### config.mk
export PLATFORM = sky130hd
export DESIGN_NAME = fifo_serial_tx
export DESIGN_NICKNAME = d
export VERILOG_FILES = /design/src/rtl/fifo_serial_tx.sv
export SDC_FILE = /design/constraint.sdc
export NUM_CORES = 1
export LEC_CHECK = 0
export CORE_MARGIN = 2
export CORE_UTILIZATION = 40
export CTS_BUF_LIST = sky130_fd_sc_hd__clkbuf_2
export CTS_CLUSTER_DIAMETER = 30
export DETAILED_ROUTE_END_ITERATION = 12
export HOLD_SLACK_MARGIN = 0.15
export PLACE_DENSITY = 0.67
export RECOVER_POWER = 25
export SLEW_MARGIN = 20
export SYNTH_ARGS = -nofsm -noshare
export SYNTH_HDL_FRONTEND = slang
export SYNTH_SLANG_ARGS = --single-unit
### constraint.sdc
create_clock -name clk -period 1.6 [get_ports clk]
set_input_delay 0.32 -clock clk [delete_from_list [all_inputs] [get_ports clk]]
set_output_delay 0.32 -clock clk [all_outputs]
set_load 0.01 [all_outputs]
### src/rtl/fifo_serial_tx.sv
// fifo_serial_tx: pops one DATA_WIDTH chunk per frame from the upstream FIFO and sends it as start/data/stop.
// Define FIFO_TX_PARITY_EN to insert an even-parity bit between the data and the stop bit.
module fifo_serial_tx #(
  parameter int DATA_WIDTH   = 8,
  parameter int CLKS_PER_BIT = 16
) (
  input  logic                  clk,
  input  logic                  reset,
  input  logic                  tx_en,
  input  logic                  empty,
  input  logic [DATA_WIDTH-1:0] r_data,
  output logic                  rd,
  output logic                  tx,
  output logic                  busy,
  output logic                  done
);

  localparam int CW = $clog2(CLKS_PER_BIT);
  localparam int BW = $clog2(DATA_WIDTH + 1);
  localparam logic [CW-1:0] CLK_LAST = CW'(CLKS_PER_BIT - 1);
  localparam logic [BW-1:0] BIT_LAST = BW'(DATA_WIDTH - 1);

  localparam logic [2:0] S_IDLE   = 3'd0;
  localparam logic [2:0] S_START  = 3'd1;
  localparam logic [2:0] S_DATA   = 3'd2;
`ifdef FIFO_TX_PARITY_EN
  localparam logic [2:0] S_PARITY = 3'd3;
`endif
  localparam logic [2:0] S_STOP   = 3'd4;

  logic [2:0]            state;
  logic [2:0]            state_nxt;
  logic [CW-1:0]         clk_cnt;
  logic [BW-1:0]         bit_cnt;
  logic [DATA_WIDTH-1:0] shift;
  logic                  bit_end;
  logic                  start_frame;
`ifdef FIFO_TX_PARITY_EN
  logic                  parity;
`endif

  assign bit_end     = (clk_cnt == CLK_LAST);
  // The pop and the capture share one edge, so rd must be combinational from IDLE.
  assign start_frame = (state == S_IDLE) && tx_en && !empty && !reset;
  assign rd          = start_frame;
  assign busy        = (state != S_IDLE);
  assign done        = (state == S_STOP) && bit_end;

  always_comb begin
    state_nxt = state;
    case (state)
      S_IDLE:  if (start_frame) state_nxt = S_START;
      S_START: if (bit_end) state_nxt = S_DATA;
      S_DATA: begin
        if (bit_end && (bit_cnt == BIT_LAST)) begin
`ifdef FIFO_TX_PARITY_EN
          state_nxt = S_PARITY;
`else
          state_nxt = S_STOP;
`endif
        end
      end
`ifdef FIFO_TX_PARITY_EN
      S_PARITY: if (bit_end) state_nxt = S_STOP;
`endif
      S_STOP:  if (bit_end) state_nxt = S_IDLE;
      default: state_nxt = S_IDLE;
    endcase
  end

  always_ff @(posedge clk or posedge reset) begin
    if (reset) begin
      state   <= S_IDLE;
      clk_cnt <= '0;
      bit_cnt <= '0;
      shift   <= '0;
      tx      <= 1'b1;
`ifdef FIFO_TX_PARITY_EN
      parity  <= 1'b0;
`endif
    end else begin
      state <= state_nxt;

      if (state == S_IDLE || bit_end) begin
        clk_cnt <= '0;
      end else begin
        clk_cnt <= clk_cnt + 1'b1;
      end

      if (state == S_DATA && bit_end) begin
        bit_cnt <= (bit_cnt == BIT_LAST) ? '0 : bit_cnt + 1'b1;
      end

      if (start_frame) begin
        shift <= r_data;
`ifdef FIFO_TX_PARITY_EN
        parity <= ^r_data;
`endif
      end else if (state == S_DATA && bit_end) begin
        shift <= shift >> 1;
      end

      // Line level follows the current state one cycle later.
      case (state)
        S_START:  tx <= 1'b0;
        S_DATA:   tx <= shift[0];
`ifdef FIFO_TX_PARITY_EN
        S_PARITY: tx <= parity;
`endif
        default:  tx <= 1'b1;
      endcase
    end
  end

endmodule

==> out/qor.txt <==
failing checks - setup timing
final instance area - 1410 um^2
critical path cell sequence - ha_2, nand3_2, nor4b_2, buf_2
die area - 2980 um^2
first-pass GRT wire length - 3.76 mm
final setup TNS - -0.185 ns
Clock Latency Late Sink - 0.32 ns
worst slew pin tran - 0.332 ns
worst stage delay on the critical path - 0.40 ns
1st-pass router iterations - 4
fin. max-slew vios - 0
dominant cells by area after synthesis - dfrtp_1 (46%), nand3_1 (7.3%), o311ai_1 (5.1%)
Placer Congestion - 0.782
DRT iter0 DRCs - 8
post-synth top area cell - dfrtp_1
RSZ-0062 raised after global routing - true
CP required - 1.28 ns
leakage - 0.000632 uW
post-synthesis cell area - 1020 um^2
initial antenna violation count - 0
EDFF count, synth - 0
post-synth top area share - 0.465
Avg WL per Cell - 13.8 um
PwrDens - 1160 nW/um^2
CTS tree - done
worst reg2reg path endpoint - bit_cnt[0]
HP Class - in -> async
via count - 867
DP Area - 1340 um^2
slew margin rel. - 0.779
path depth of the worst reg2reg path - 5
Crit Path Max Fanout - 2
Avg Inst Size Synth - 10.4 um^2
#FFs+latches synth - 20
crit share post-route - 1.07
CP max stage cell - dfrtp_1
Final Hold Fails - 0
vias per cell - 5.22
Hold WS - 0.403 ns
Tot GR Track Use - 0.184
CTS Buf Count - 3
# IOs - 16
largest net degree at the start of global routing - 12
Longest Clk Path Bufs - 2
diode count - 0
Chip Width - 54.6 um
Crit Reg-Reg Startpoint - state[0]
asr flop ratio synth - 1.00
layout cell share with drive strength beyond 1 - 0.316
CP endpoint kind - output port
ys flop type - dfrtp_1
R2R Setup Slk - 0.08 ns
Worst IR Drop VDD - 0.000730 V
Routed WL - 2.29 mm
antenna viol nets, final - 0
starting density of the core - 0.417
Overall Power - 1630 uW
placed cell count - 158
I/O Buffers - 15
Setup crit start kind - flip-flop
synth unique cells - 34
syn_nets - 112
Max H-tree Level - 1
clk_skew - 0.00345 ns
drt drc - 0
# nets final - 151
total gr overflow - 0
dpl hpwl - 1.73 mm
cell row count - 18
number of global-route vias before repair - 853
CORE AREA - 2450 um^2
Warnings, synthesis - 0
Post-Synthesis Cells - 98
die height - 54.6 um
final setup fails - 2
Crit Path Class - reg -> out
CTS hold repair buffers - 0
fin cells - 166
sequential-to-total area share from yosys stat - 0.490
Final WS setup - -0.115 ns
CTS clock-pin slew for the worst setup and hold paths - 0.19 ns
CTS root buf - clkbuf_2
Max-Cap Viols - 0
Area Growth Syn to Fin - 37.9%
outcome - finished, violations left
critical path arrival - 1.39 ns
fmax - 0.583 GHz
Tmin final - 1.71 ns
CTS sink count - 20
[flip-flops by register name (all words and copies together), names as in the netlist]
name and count:
shift 8, tx 1, clk_cnt 4, state 3, bit_cnt 4
[report_power, final]
part	internal [uW]	total [uW]	leakage (uW)	switching [uW]
Clock	54.4	213	0.0000140	158
Sequential	674	763	0.000251	88.9
Combinational	373	658	0.000368	284
Total	1100	1630	0.000632	532
[routing by layer]
metal,GRT usage,routed length (um),up-vias,part of all wire
met5,0,0,-,0
met4,0.104,51,0,0.022
met3,0.0273,48,4,0.021
met2,0.313,1140,10,0.50
met1,0.218,1050,423,0.46
li1,-,-,430,-
[worst max-delay path, delay by kind of cell (launching register included)]
kind | cells | cell delay, ns
buffers and inverters | 1 | 0.17
DFF | 1 | 0.40
adders and majority gates | 1 | 0.19
and+or+nand+nor | 2 | 0.31
[logic make-up after synthesis]
| logic type | Yosys count | share of synthesized area |
|---|---|---|
| simple gates | 40 | 0.258 |
| xor+xnor | 2 | 0.0171 |
| mux | 3 | 0.0330 |
| buf+inv | 14 | 0.0550 |
| flops | 20 | 0.490 |
| fa+ha+maj | 2 | 0.0244 |
| compound gates | 17 | 0.122 |
[cell type report]
class	instances	area [um^2]
repair buffers	38	319
flip-flops and latches	20	502
multi-input cells	64	497
fillers	222	1040
clock buffers	3	15.0
clock inverters	1	3.75
well taps	30	37.5
inverters	10	37.5
[metrics by stage]
stage / util / worst slack [ns]
floorplan: - / 0.0841
global placement: 0.544 / -0.364
detailed placement: 0.544 / -0.371
CTS: 0.566 / -0.157
global route: 0.575 / -0.218
finish: 0.575 / -0.115
[placed cells by master, fill, tap and decap left out, types with 5 or more instances in the layout]
master / count
inv_1: 9
dfrtp_1: 19
nand3_1: 15
o311ai_1: 6
nor2_1: 5
clkdlybuf4s50_1: 10
buf_4: 21
[timing repair]
item                       in CTS  in global routing
setup endpoints to repair       4                 11
gates resized for setup        20                  7
gates cloned                    0                  0
pin swaps                       2                  5
setup buffers                   4                  1
[cell usage after synthesis (all sizes together), types with 2 or more instances]
cell and count:
and3 4, nor3 3, nand3 16, nand3b 2, o311ai 6, buf 3, ha 2, inv 10
mux2 3, nand4b 2, nor3b 2, dfrtp 19, nor2 5, a21oi 4, xnor2 2
[worst max-delay path by stage]
stage / to / cells past startpoint / slack, ns / start
2_1_floorplan: done / 3 / 0.08 / clk_cnt[0]
5_1_grt: done / 4 / -0.22 / clk_cnt[0]
3_3_place_gp: rd / 4 / -0.36 / reset
6_report: done / 4 / -0.11 / clk_cnt[0]
3_5_place_dp: rd / 4 / -0.37 / reset
4_1_cts: done / 4 / -0.16 / clk_cnt[1]
Note: power is estimated with default switching activity, not from simulation.
